<file path="config.mk">
export PLATFORM = sky130hd
export DESIGN_NAME = serial_adder
export DESIGN_NICKNAME = d
export VERILOG_FILES = /design/src/rtl/serial_adder_pkg.sv /design/src/rtl/serial_adder_adder_bit.sv /design/src/rtl/serial_adder.sv
export SDC_FILE = /design/constraint.sdc
export NUM_CORES = 1
export LEC_CHECK = 0
export CORE_MARGIN = 2
export CORE_UTILIZATION = 50
export DETAILED_ROUTE_END_ITERATION = 10
export PLACE_DENSITY = 0.9
export SLEW_MARGIN = 15
export SYNTH_ARGS = -nofsm -noshare
export SYNTH_HDL_FRONTEND = slang
export SYNTH_HIERARCHICAL = 1
export SYNTH_SLANG_ARGS = --single-unit
export TNS_END_PERCENT = 20
</file>
<file path="constraint.sdc">
create_clock -name clk -period 3 [get_ports clk]
set_input_delay 0.6 -clock clk [delete_from_list [all_inputs] [get_ports clk]]
set_output_delay 0.6 -clock clk [all_outputs]
set_load 0.05 [all_outputs]
</file>
<file path="src/rtl/serial_adder_pkg.sv">
`default_nettype none
// ---------------------------------------------------------------------------
// serial_adder_pkg : shared FSM encoding and default operand width
// Revision: 1.0
// ---------------------------------------------------------------------------
package serial_adder_pkg;

  localparam int DEFAULT_WIDTH = 8;

  typedef enum logic [1:0] {
    ST_IDLE = 2'd0,
    ST_RUN  = 2'd1,
    ST_DONE = 2'd2
  } state_t;

endpackage
`default_nettype wire

</file>
<file path="src/rtl/serial_adder_adder_bit.sv">
`default_nettype none
// ---------------------------------------------------------------------------
// half_adder / adder_bit : one-bit combinational adder cells
// Revision: 1.0
// ---------------------------------------------------------------------------
module half_adder (
  input  logic x,
  input  logic y,
  output logic sum,
  output logic carry
);

  assign sum   = x ^ y;
  assign carry = x & y;

endmodule

module adder_bit (
  input  logic a,
  input  logic b,
  input  logic cin,
  output logic sum,
  output logic cout
);

  logic w_s0;
  logic w_c0;
  logic w_c1;

  half_adder u_ha0 (.x(a),    .y(b),   .sum(w_s0), .carry(w_c0));
  half_adder u_ha1 (.x(w_s0), .y(cin), .sum(sum),  .carry(w_c1));

  assign cout = w_c0 | w_c1;

endmodule
`default_nettype wire

</file>
<file path="src/rtl/serial_adder.sv">
`default_nettype none
// ---------------------------------------------------------------------------
// serial_adder : bit-serial add/subtract, one result bit per clock, LSB first
// Revision: 1.0
// ---------------------------------------------------------------------------
module serial_adder
  import serial_adder_pkg::*;
#(
  parameter int WIDTH = DEFAULT_WIDTH
) (
  input  logic             clk,
  input  logic             rst,
  input  logic             start,
  input  logic             sub,
  input  logic [WIDTH-1:0] a,
  input  logic [WIDTH-1:0] b,
  output logic             busy,
  output logic             done,
  output logic [WIDTH-1:0] s,
  output logic             c_out,
  output logic             ovf
);

  localparam int CW = $clog2(WIDTH) + 1;
  localparam logic [CW-1:0] LAST_COUNT = CW'(WIDTH - 1);

  state_t           state_q;
  state_t           state_d;
  logic [WIDTH-1:0] a_q;
  logic [WIDTH-1:0] b_q;
  logic [WIDTH-1:0] s_q;
  logic [CW-1:0]    count_q;
  logic             carry_q;
  logic             c_out_q;
  logic             ovf_q;
  logic             load;
  logic             last;
  logic             bit_sum;
  logic             bit_cout;

  adder_bit u_adder_bit (
    .a    (a_q[0]),
    .b    (b_q[0]),
    .cin  (carry_q),
    .sum  (bit_sum),
    .cout (bit_cout)
  );

  always_ff @(posedge clk) begin
    if (rst) state_q <= ST_IDLE;
    else     state_q <= state_d;
  end

  always_comb begin
    state_d = state_q;
    case (state_q)
      ST_IDLE: if (start) state_d = ST_RUN;
      ST_RUN:  if (count_q == LAST_COUNT) state_d = ST_DONE;
      ST_DONE: state_d = start ? ST_RUN : ST_IDLE;
      default: state_d = ST_IDLE;
    endcase
  end

  always_comb begin
    busy = (state_q == ST_RUN);
    done = (state_q == ST_DONE);
    load = start && ((state_q == ST_IDLE) || (state_q == ST_DONE));
    last = (state_q == ST_RUN) && (count_q == LAST_COUNT);
  end

  // Subtraction is a + ~b + 1: invert b on load and seed the carry with 1.
  always_ff @(posedge clk) begin
    if (rst) begin
      a_q     <= '0;
      b_q     <= '0;
      s_q     <= '0;
      count_q <= '0;
      carry_q <= 1'b0;
      c_out_q <= 1'b0;
      ovf_q   <= 1'b0;
    end else if (load) begin
      a_q     <= a;
      b_q     <= sub ? ~b : b;
      carry_q <= sub;
      count_q <= '0;
    end else if (state_q == ST_RUN) begin
      a_q     <= a_q >> 1;
      b_q     <= b_q >> 1;
      s_q     <= {bit_sum, s_q[WIDTH-1:1]};
      carry_q <= bit_cout;
      count_q <= count_q + 1'b1;
      if (last) begin
        c_out_q <= bit_cout;
        ovf_q   <= carry_q ^ bit_cout;
      end
    end
  end

  assign s     = s_q;
  assign c_out = c_out_q;
  assign ovf   = ovf_q;

endmodule
`default_nettype wire

</file>
==> reports/results.md <==
| Metric | This run |
|---|---|
| Post-route clock skew | 0.004379 ns |
| Number of hold-slack violations in the final timing report | 0 |
| Global-route wire length before repair | 5451 um |
| Slowest cell delay on critical path | 0.79 ns |
| Synth warnings | 6 |
| Largest voltage drop on the vdd net | 0.0003671 V |
| Critical path fanouts, max | 3 |
| Instance count after placement with tap cells included | 218 |
| Leakage | 0.6525 nW |
| CTS clock-pin slew for the worst setup and hold paths | 0.10 ns |
| Clock Tree Root | clkbuf_4 |
| Mapped Avg Cell Area | 8.508 um^2 |
| Final non-filler cell area | 1772 um^2 |
| Initial antenna violation count | 0 |
| Final min period | 2.312 ns |
| Fraction of synthesized area in multiplexers | 0.02139 |
| Width of the die | 56.99 um |
| Sort of element at the start of the critical path | flop |
| Largest family of logic cells by synthesized area | simple AND/OR/NAND/NOR gates |
| Slew @ Worst Pin | 0.7649 ns |
| Worst setup path class | flop to output pin |
| Final cycle utilization of the critical path | 0.7706 |
| Number of design-rule violations left by the first detailed-router iteration | 55 |
| Simple-gate area share of the yosys netlist | 0.2219 |
| Worst reg-to-reg path cell count | 6 |
| Ys async rst share | 0 |
| Die area | 3247 um^2 |
| Synth area leader | dfxtp_1 |
| Area delta synth->final | 26.20% |
| Total clock buffers created by CTS | 5 |
| Post-route DRC | 0 |
| Hold Crit Class | flop to flop |
| Number of routed nets with antenna violations | 0 |
| Ratio of cells with drive above 1 in the final layout | 0.06186 |
| Syn_nets | 188 |
| Post-route setup slack | 0.6881 ns |
| Level count of the clock H-tree | 2 |
| Final Max Tran Viols | 0 |
| Peak clock frequency supported by timing | 0.4325 GHz |
| Ordered cell list for the critical path | nand2b_2 > inv_2 > clkdlybuf4s50_1 |
| Maximum number of pins on one net before global-route repair | 31 |
| Cts-stage hold buffer count | 0 |
| Cell with the largest stage delay on the worst path | clkdlybuf4s50_1 |
| Core Rows | 19 |
| Post-DR vias/cell | 5.689 |
| Area share of the largest cell type after synthesis | 0.4706 |
| Cell types with the highest counts after synthesis | 33 x dfxtp_1, 25 x nand2_1, 25 x nor3_1 |
| Setup TNS | 0 ns |
| Primary flip-flop cell chosen by synthesis mapping | dfxtp_1 |
| Clock tree from TritonCTS | yes |
| Worst slack, placed | 0.8584 ns |
| Number of flops mapped to enable cells by yosys | 0 |
| Starting density of the core | 0.5180 |
| Critical path data required time | 2.40 ns |
| Global placer's final weighted congestion | 0.8143 |
| Most common cell in the netlist | dfxtp_1 |
| Non-Filler Instances | 225 |
| Post-CTS setup-driven buffer insertion count | 0 |
| Number of global-route vias before repair | 1,261 |
| Post-CTS Resized | 0 |
| Final design utilization | 0.6537 |
| Gate count after technology mapping | 165 |
| Total half-perimeter wirelength after legalization and detailed placement | 2144 um |
| Buffer levels on the longest clock path | 2 |
| Register bit total from synthesis | 33 |
| Final wirelength | 3185 um |
| Worst path arrival time | 1.71 ns |
| Unrepaired setup endpoints after global routing | false |
| Cell area after synthesis | 1404 um^2 |
| Headroom to the max-slew limit | 0.4900 |
| Top cells by area, synth | dfxtp_1 47%, nor3_1 8.9%, nand2_1 6.7% |
| Antenna diode count | 0 |
| Adder and majority gate portion of the synthesized area | 0.02674 |
| WHS Path Cells | 2 |
| Height of the die | 56.99 um |
| Post-Place Cell Area | 1717 um^2 |
| Count of buffers inserted at the top-level ports | 31 |
| Kind of capture point of the worst setup path | output pin |
| Overall power of the completed layout | 0.8907 mW |
| Total iterations of the first detailed-routing run | 4 |
| Routed wirelength normalized by instance count | 14.16 um |
| GRT Overall Usage | 0.2194 |
| Smallest hold slack | 0.4743 ns |
| # Max-Cap Violations | 0 |
| Sinks on Clock Net | 33 |
| Num ports | 32 |
| Vias after detailed routing | 1,280 |
| Outcome | completed |
| Worst-Skew Late Latency | 0.34 ns |
| Final setup violation count | 0 |
| Synth Area in XOR/XNOR | 0.06863 |
| Core region area | 2710 um^2 |
| Final nets | 217 |
| Compound-Gate Fraction of Synth Area | 0.1355 |
| Power density over cell area | 502.7 nW/um^2 |
| Sequential element share of the synthesized area | 0.4706 |
| Total global routing overflow | 0 |
| Synth cell types | 27 |
[metal layers]
metal,routed length (um),GRT usage
met1,1308,0.2414
met4,104,0.1561
met5,0,0
met3,196,0.07483
met2,1576,0.3530
[cell type report]
class | instances | area (um^2)
inverters | 3 | 11.26
clock buffers | 7 | 55.05
well taps | 31 | 38.79
fillers | 235 | 938.4
multi-input cells | 116 | 665.6
flip-flops and latches | 33 | 660.6
repair buffers | 35 | 340.3
[cells in the final DEF (no fill, tap or decap), drive strengths merged]
master         count
clkdlybuf4s50     31
nand3              3
nand2             25
nor2               1
ha                 3
mux2i              3
a22oi              1
o21ai              6
inv                3
a31oi              4
xnor2              2
buf                4
or3                3
nand2b             2
nand3b             2
o22ai             10
clkbuf             7
or2                1
dfxtp             33
nand4              1
nor2b              2
xor2               9
nor3              25
a21oi             13
[sequential cells by signal, indices dropped and copies added, names as in the netlist]
name and flops:
state_q 2, a_q 8, ovf 1, s 8, carry_q 1, c_out 1, b_q 8, count_q 4
[worst max-delay path: cells and delay by family (launching register included)]
kind	cells	cell delay, ns
buffers and inverters	2	0.85
AND/OR/NAND/NOR	1	0.19
flip-flops	1	0.33
[path summary, 6_finish.rpt]
| check | start | slack [ns] | endpoint |
|---|---|---|---|
| hold / removal | s[0]$_SDFFE_PP0P_ | 0.47 | s[0]$_SDFFE_PP0P_ |
| setup / recovery | state_q[1]$_SDFFE_PP0P_ | 0.69 | busy |
| hold reg to reg | s[0]$_SDFFE_PP0P_ | 0.47 | s[0]$_SDFFE_PP0P_ |
| setup reg to reg | b_q[0]$_SDFFE_PP0P_ | 1.29 | ovf$_SDFFE_PP0P_ |
[cells by family after synthesis]
| logic type | Yosys count |
|---|---|
| flip-flops | 33 |
| AND/OR/NAND/NOR | 65 |
| multiplexers | 3 |
| buffers and inverters | 16 |
| AO/OA/AOI/OAI | 34 |
| XOR/XNOR | 11 |
| adder cells (fa/ha/maj) | 3 |
[power by group]
part           switching (mW)  total [mW]  internal [mW]  leakage (nW)
clock network           0.144       0.255          0.110        0.0314
logic                  0.0847       0.155         0.0705         0.351
registers              0.0167       0.481          0.464         0.270
(Power assumes the default switching activity.)
